--- config.mk ---
export PLATFORM = sky130hd
export DESIGN_NAME = opb_register_simulink2ppc_snap
export DESIGN_NICKNAME = d
export VERILOG_FILES = /design/src/rtl/opb_register_simulink2ppc_snap_pkg.sv /design/src/rtl/opb_slave_ack_fsm.sv /design/src/rtl/opb_register_simulink2ppc_snap.sv
export SDC_FILE = /design/constraint.sdc
export NUM_CORES = 1
export LEC_CHECK = 0
export CAP_MARGIN = 5
export CORE_MARGIN = 2
export CORE_UTILIZATION = 46
export DETAILED_ROUTE_END_ITERATION = 12
export PLACE_DENSITY = 0.86
export SETUP_SLACK_MARGIN = 0.15
export SLEW_MARGIN = 5
export SYNTH_ARGS = -nofsm -noshare
export SYNTH_HDL_FRONTEND = slang
export SYNTH_HIERARCHICAL = 1
export SYNTH_SLANG_ARGS = --single-unit
--- constraint.sdc ---
create_clock -name OPB_Clk -period 2.9 [get_ports OPB_Clk]
set_input_delay 0.58 -clock OPB_Clk [delete_from_list [all_inputs] [get_ports OPB_Clk]]
set_output_delay 0.58 -clock OPB_Clk [all_outputs]
set_load 0.02 [all_outputs]
--- src/rtl/opb_register_simulink2ppc_snap_pkg.sv ---
// rtl/opb_register_simulink2ppc_snap_pkg.sv - register map, bit positions and bus FSM states
package opb_register_simulink2ppc_snap_pkg;

    localparam logic [3:0] REG_DATA   = 4'h0;
    localparam logic [3:0] REG_STATUS = 4'h4;
    localparam logic [3:0] REG_CTRL   = 4'h8;

    localparam logic [1:0] WORD_DATA   = REG_DATA[3:2];
    localparam logic [1:0] WORD_STATUS = REG_STATUS[3:2];
    localparam logic [1:0] WORD_CTRL   = REG_CTRL[3:2];

    localparam int STAT_VALID_BIT = 0;
    localparam int STAT_OVF_BIT   = 1;
    localparam int STAT_ARMED_BIT = 2;
    localparam int STAT_COUNT_LSB = 16;

    localparam int CTRL_ARM_BIT   = 0;
    localparam int CTRL_CLEAR_BIT = 1;

    localparam int COUNT_W = 16;

    typedef enum logic [1:0] {
        ST_IDLE = 2'd0,
        ST_ACK  = 2'd1,
        ST_HOLD = 2'd2
    } ack_state_t;

endpackage

--- src/rtl/opb_slave_ack_fsm.sv ---
// rtl/opb_slave_ack_fsm.sv - address decode and single-shot OPB acknowledge sequencer
module opb_slave_ack_fsm
    import opb_register_simulink2ppc_snap_pkg::*;
#(
    parameter logic [31:0] BASE_ADDR = 32'h0100B100,
    parameter logic [31:0] HIGH_ADDR = 32'h0100B1FF
)(
    input  logic        clk,
    input  logic        rst,
    input  logic        select,
    input  logic [31:0] addr,
    input  logic        rnw,
    output logic        load_strobe,
    output logic        ack,
    output logic        rnw_q,
    output logic [1:0]  word_off_q
);

    ack_state_t state_q, state_nxt;
    logic       hit;

    assign hit = select && (addr >= BASE_ADDR) && (addr <= HIGH_ADDR);
    assign ack = (state_q == ST_ACK);

    // HOLD waits for select to drop so a long select cannot produce a second ack
    always_comb begin
        state_nxt   = state_q;
        load_strobe = 1'b0;
        unique case (state_q)
            ST_IDLE: begin
                if (hit) begin
                    state_nxt   = ST_ACK;
                    load_strobe = 1'b1;
                end
            end
            ST_ACK:  state_nxt = ST_HOLD;
            ST_HOLD: if (!select) state_nxt = ST_IDLE;
            default: state_nxt = ST_IDLE;
        endcase
    end

    always_ff @(posedge clk) begin
        if (rst) begin
            state_q    <= ST_IDLE;
            rnw_q      <= 1'b0;
            word_off_q <= 2'd0;
        end else begin
            state_q <= state_nxt;
            if (load_strobe) begin
                rnw_q      <= rnw;
                word_off_q <= addr[3:2];
            end
        end
    end

endmodule

--- src/rtl/opb_register_simulink2ppc_snap.sv ---
// rtl/opb_register_simulink2ppc_snap.sv - user-to-PPC snapshot register with read-to-pop on OPB
module opb_register_simulink2ppc_snap
    import opb_register_simulink2ppc_snap_pkg::*;
#(
    parameter logic [31:0] C_BASEADDR   = 32'h0100B100,
    parameter logic [31:0] C_HIGHADDR   = 32'h0100B1FF,
    parameter int          C_OPB_AWIDTH = 32,
    parameter int          C_OPB_DWIDTH = 32,
    parameter string       C_FAMILY     = "virtex6"
)(
    input  logic                    OPB_Clk,
    input  logic                    OPB_Rst,
    input  logic [0:C_OPB_AWIDTH-1] OPB_ABus,
    input  logic [0:3]              OPB_BE,
    input  logic [0:C_OPB_DWIDTH-1] OPB_DBus,
    input  logic                    OPB_RNW,
    input  logic                    OPB_select,
    input  logic                    OPB_seqAddr,
    output logic [0:C_OPB_DWIDTH-1] Sl_DBus,
    output logic                    Sl_xferAck,
    output logic                    Sl_errAck,
    output logic                    Sl_retry,
    output logic                    Sl_toutSup,
    input  logic [31:0]             user_data_in,
    input  logic                    user_valid,
    output logic                    user_ready
);

    logic [31:0] abus, dbus;
    logic        load_strobe, ack, rnw_q;
    logic [1:0]  word_off_q;

    logic [31:0]        data_q, data_nxt;
    logic               valid_q, valid_nxt;
    logic               ovf_q, ovf_nxt;
    logic               armed_q, armed_nxt;
    logic [COUNT_W-1:0] count_q, count_nxt;

    logic [31:0] rd_q, rd_mux, status_word;
    logic        rd_was_valid_q;
    logic [1:0]  ctrl_wdata_q;
    logic        ctrl_be_q;
    logic        pop, ctrl_wr, ctrl_clear;
    logic        unused_bits;

    // register bit i sits on bus bit 31-i, which plain vector assignment gives
    assign abus = OPB_ABus;
    assign dbus = OPB_DBus;
    assign unused_bits = ^{OPB_seqAddr, OPB_BE[0:2], dbus[31:2]};

    opb_slave_ack_fsm #(
        .BASE_ADDR (C_BASEADDR),
        .HIGH_ADDR (C_HIGHADDR)
    ) u_ack_fsm (
        .clk         (OPB_Clk),
        .rst         (OPB_Rst),
        .select      (OPB_select),
        .addr        (abus),
        .rnw         (OPB_RNW),
        .load_strobe (load_strobe),
        .ack         (ack),
        .rnw_q       (rnw_q),
        .word_off_q  (word_off_q)
    );

    always_comb begin
        status_word                                = '0;
        status_word[STAT_VALID_BIT]                = valid_q;
        status_word[STAT_OVF_BIT]                  = ovf_q;
        status_word[STAT_ARMED_BIT]                = armed_q;
        status_word[STAT_COUNT_LSB +: COUNT_W]     = count_q;
    end

    always_comb begin
        rd_mux = '0;
        unique case (abus[3:2])
            WORD_DATA:   rd_mux = data_q;
            WORD_STATUS: rd_mux = status_word;
            default:     rd_mux = '0;
        endcase
    end

    // pop only if the word handed to the reader was actually valid, so a capture
    // landing on the decode edge is not discarded by the following ack
    assign pop        = ack && rnw_q && (word_off_q == WORD_DATA) && rd_was_valid_q;
    assign ctrl_wr    = ack && !rnw_q && (word_off_q == WORD_CTRL) && ctrl_be_q;
    assign ctrl_clear = ctrl_wr && ctrl_wdata_q[CTRL_CLEAR_BIT];

    always_comb begin
        data_nxt  = data_q;
        valid_nxt = valid_q;
        ovf_nxt   = ovf_q;
        armed_nxt = armed_q;
        count_nxt = count_q;
        if (ctrl_wr) armed_nxt = ctrl_wdata_q[CTRL_ARM_BIT];
        if (ctrl_clear) begin
            valid_nxt = 1'b0;
            ovf_nxt   = 1'b0;
            count_nxt = '0;
        end else if (armed_q && user_valid && (!valid_q || pop)) begin
            data_nxt  = user_data_in;
            valid_nxt = 1'b1;
            count_nxt = count_q + 1'b1;
        end else begin
            if (armed_q && user_valid) ovf_nxt = 1'b1;
            if (pop) valid_nxt = 1'b0;
        end
    end

    always_ff @(posedge OPB_Clk) begin
        if (OPB_Rst) begin
            data_q         <= '0;
            valid_q        <= 1'b0;
            ovf_q          <= 1'b0;
            armed_q        <= 1'b0;
            count_q        <= '0;
            rd_q           <= '0;
            rd_was_valid_q <= 1'b0;
            ctrl_wdata_q   <= 2'd0;
            ctrl_be_q      <= 1'b0;
        end else begin
            data_q  <= data_nxt;
            valid_q <= valid_nxt;
            ovf_q   <= ovf_nxt;
            armed_q <= armed_nxt;
            count_q <= count_nxt;
            if (load_strobe) begin
                rd_q           <= OPB_RNW ? rd_mux : 32'd0;
                rd_was_valid_q <= valid_q;
                ctrl_wdata_q   <= dbus[1:0];
                ctrl_be_q      <= OPB_BE[3];
            end
        end
    end

    assign Sl_DBus    = ack ? rd_q : '0;
    assign Sl_xferAck = ack;
    assign Sl_errAck  = 1'b0;
    assign Sl_retry   = 1'b0;
    assign Sl_toutSup = 1'b0;
    assign user_ready = armed_q && !valid_q;

endmodule

==> flow_metrics.tcl <==
set metrics [dict create \
    finalCriticalPeriod_ns 2.68 \
    drc 0 \
    hold_violations 0 \
    leakage_nw 1.85 \
    clock.fmax_mhz 374 \
    cts_inserted_buffers 9 \
    yosysTopAreaCellShare_pct 43.8 \
    final_area_um2 5480 \
    relSlewSlack_pct 59.8 \
    setup_tns_ns 0 \
    start_util_pct 47.7 \
    start_kind "flip-flop" \
    cp-startpoint "u_ack_fsm/state_q[0]$_SDFFE_PP0P_" \
    place_congestion 0.832 \
    io_pins 143 \
    ctsHoldBuffers 0 \
    ant_nets 0 \
    grt_pass1_vias 3512 \
    postCtsSetupBuffers 0 \
    grt_util_all_layers_pct 20.7 \
    via_count 3586 \
    rsz0062_at_grt "false" \
    syn_to_final_growth_pct 30.4 \
    hold_ws_ns 0.478 \
    layout.cells.non_filler 641 \
    grt_max_degree 79 \
    routedWlPerCell_um 16.0 \
    power_density_nw_per_um2 421 \
    clkLatencyLatePin_ns 0.36 \
    synth_ff_type "dfxtp_1" \
    crit_family "buffers and inverters" \
    wl_mm 10.2 \
    rows 34 \
    vias_per_cell 5.59 \
    ys_seq_elements 92 \
    diodes 0 \
    yosysWarnings 6 \
    port-buffer-count 99 \
    synthDistinctLibCells 41 \
    crit_slowest_cell "clkdlybuf4s50_1" \
    required_ns 2.32 \
    synth_edf_count 0 \
    critical_path_class "reg2out" \
    worst_slack_ns 0.223 \
    synth-seq-area-share_pct 43.8 \
    end_kind "output port" \
    dpl.cell_count 625 \
    first_pass_iters 5 \
    cp_max_fo 35 \
    cts_max_level 3 \
    preCtsSetupSlack_ns 0.154 \
    clk_pin_slew_worst_paths_ns 0.09 \
    vdd_drop_max_uv 315 \
    gr-total-overflow 0 \
    placed_cell_area_um2 5260 \
    cts_buffer_depth 2 \
    cts.sink_count 92 \
    period_share_pct 92.3 \
    ctsRootBufferMaster "clkbuf_8" \
    antenna_found_initial 0 \
    setup_viol 0 \
    synth_area_leaders "dfxtp_1 44%, nand2b_1 11%, mux2i_1 9.3%" \
    maxSlewViolCount 0 \
    worstMarginPinSlew_ns 0.604 \
    die_h_um 99.6 \
    maxCapViolations 0 \
    timing.rr.start "u_ack_fsm/state_q[0]$_SDFFE_PP0P_" \
    core_um2 8810 \
    hold_path_class "reg2reg" \
    fin_nets 635 \
    outcome "finished clean" \
    synth_area_leader_cell "dfxtp_1" \
    syn_inst 444 \
    timing.critical_path.cells "or2b_1, inv_1, buf_6, and2_1, clkdlybuf4s50_1" \
    die-area_um2 9910 \
    worstHoldStart "data_q[11]$_SDFFE_PP0P_" \
    avgSynthCellArea_um2 9.46 \
    finalClockSkew_ns 0.0111 \
    die_x_um 99.6 \
    syn_area_um2 4200 \
    cp.buffers_inverters 3 \
    cts_resized 1 \
    drive_gt1_share_pct 6.94 \
    cp_slowest_stage_delay_ns 0.61 \
    cts_tree "built" \
    drt_iter0_drc 232 \
    cp.arrival_ns 2.10 \
    async_reset_ff_share_pct 0 \
    hpwl_mm 7.03 \
    grt_pass1_wl_mm 16.7 \
]
-- where the power goes --
group | total (mW) | internal, mW | switching [mW] | leakage, nW
clock network | 0.891 | 0.430 | 0.461 | 0.107
registers | 1.26 | 1.26 | 0.00000000354 | 0.741
logic | 0.153 | 0.102 | 0.0510 | 0.999
total | 2.31 | 1.79 | 0.512 | 1.85
-- per-stage QoR --
stage               total power [mW]  utilization (%)
floorplan                       1.35                -
global placement                1.44             59.7
detailed placement              1.45             59.7
CTS                             2.32             62.1
global route                    2.39             62.2
finish                          2.31             62.2
-- layout by cell type, fill, tap and decap left out, drive strengths merged, types with 2 or more instances in the layout --
cell type / instances
clkdlybuf4s50: 97
dfxtp: 92
nand2b: 72
mux2i: 39
nor2: 38
and2: 36
a21oi: 19
a222oi: 19
o31ai: 13
a22oi: 13
or4: 12
clkbuf: 10
buf: 10
nand2: 8
nand3: 7
inv: 6
nand4: 5
nor4: 4
o21ai: 3
or3: 3
conb: 3
clkinv: 3
nor4b: 3
and4: 2
o31a: 2
-- cell type report --
type / instances / area [um^2]
Fill cell: 672 / 3330
Clock buffer: 10 / 138
Inverter: 4 / 15.0
Clock inverter: 6 / 70.1
Sequential cell: 92 / 1840
Timing Repair Buffer: 108 / 1100
Multi-Input combinational cell: 313 / 2180
Tap cell: 108 / 135
-- per-layer routing --
| layer | track usage (%) | vias to the layer above | part of all wire (%) |
|---|---|---|---|
| li1 | - | 1749 | - |
| met1 | 24.5 | 1707 | 40 |
| met2 | 36.2 | 111 | 51 |
| met3 | 5.06 | 19 | 6.4 |
| met4 | 7.59 | 0 | 1.9 |
| met5 | 0 | - | 0 |
-- cells by family after synthesis --
family / Yosys count / synth area share, %
DFF: 92 / 43.8
AOI/OAI and AO/OA: 72 / 13.3
buffers and inverters: 41 / 4.68
and+or+nand+nor: 198 / 28.5
other: 1 / 0.0893
adders and majority gates: 1 / 0.298
muxes: 39 / 9.29
-- registers in the layout, summed over array words and instances, names as in the netlist --
| signal | flops |
|---|---|
| armed_q | 1 |
| data_q | 32 |
| u_ack_fsm/rnw_q | 1 |
| rd_was_valid_q | 1 |
| count_q | 16 |
| u_ack_fsm/word_off_q | 2 |
| valid_q | 1 |
| ctrl_be_q | 1 |
| rd_q | 32 |
| ovf_q | 1 |
| u_ack_fsm/state_q | 2 |
| ctrl_wdata_q | 2 |
-- worst min-delay path, delay by kind of cell, from the launching register on --
family | cells | cell delay [ns]
and+or+nand+nor | 1 | 0.06
muxes | 1 | 0.06
DFF | 1 | 0.32
-- final timing paths --
path | endpoint | slack [ns] | depth (start not counted)
setup / recovery | Sl_DBus[10] | 0.22 | 5
hold / removal | data_q[11]$_SDFFE_PP0P_ | 0.48 | 2
setup reg to reg | data_q[13]$_SDFFE_PP0P_ | 0.49 | 8
hold reg to reg | data_q[11]$_SDFFE_PP0P_ | 0.48 | 2
-- synth_stat cells (2+ instances only) --
cell and instances:
nand2_1 8, nor4b_2 3, buf_1 3, and4_1 2, or3_1 3, buf_6 4, nand2b_1 71, dfxtp_1 92
buf_4 3, inv_1 4, clkbuf_1 26, and2_1 36, nand3_1 7, o21ai_0 3, a222oi_1 19, a21oi_1 19
nor2_1 38, a22oi_1 13, or4_1 12, nor4_1 3, mux2i_1 39, nand4_1 5, o31ai_1 13
Power figures use the tool's default switching activity.
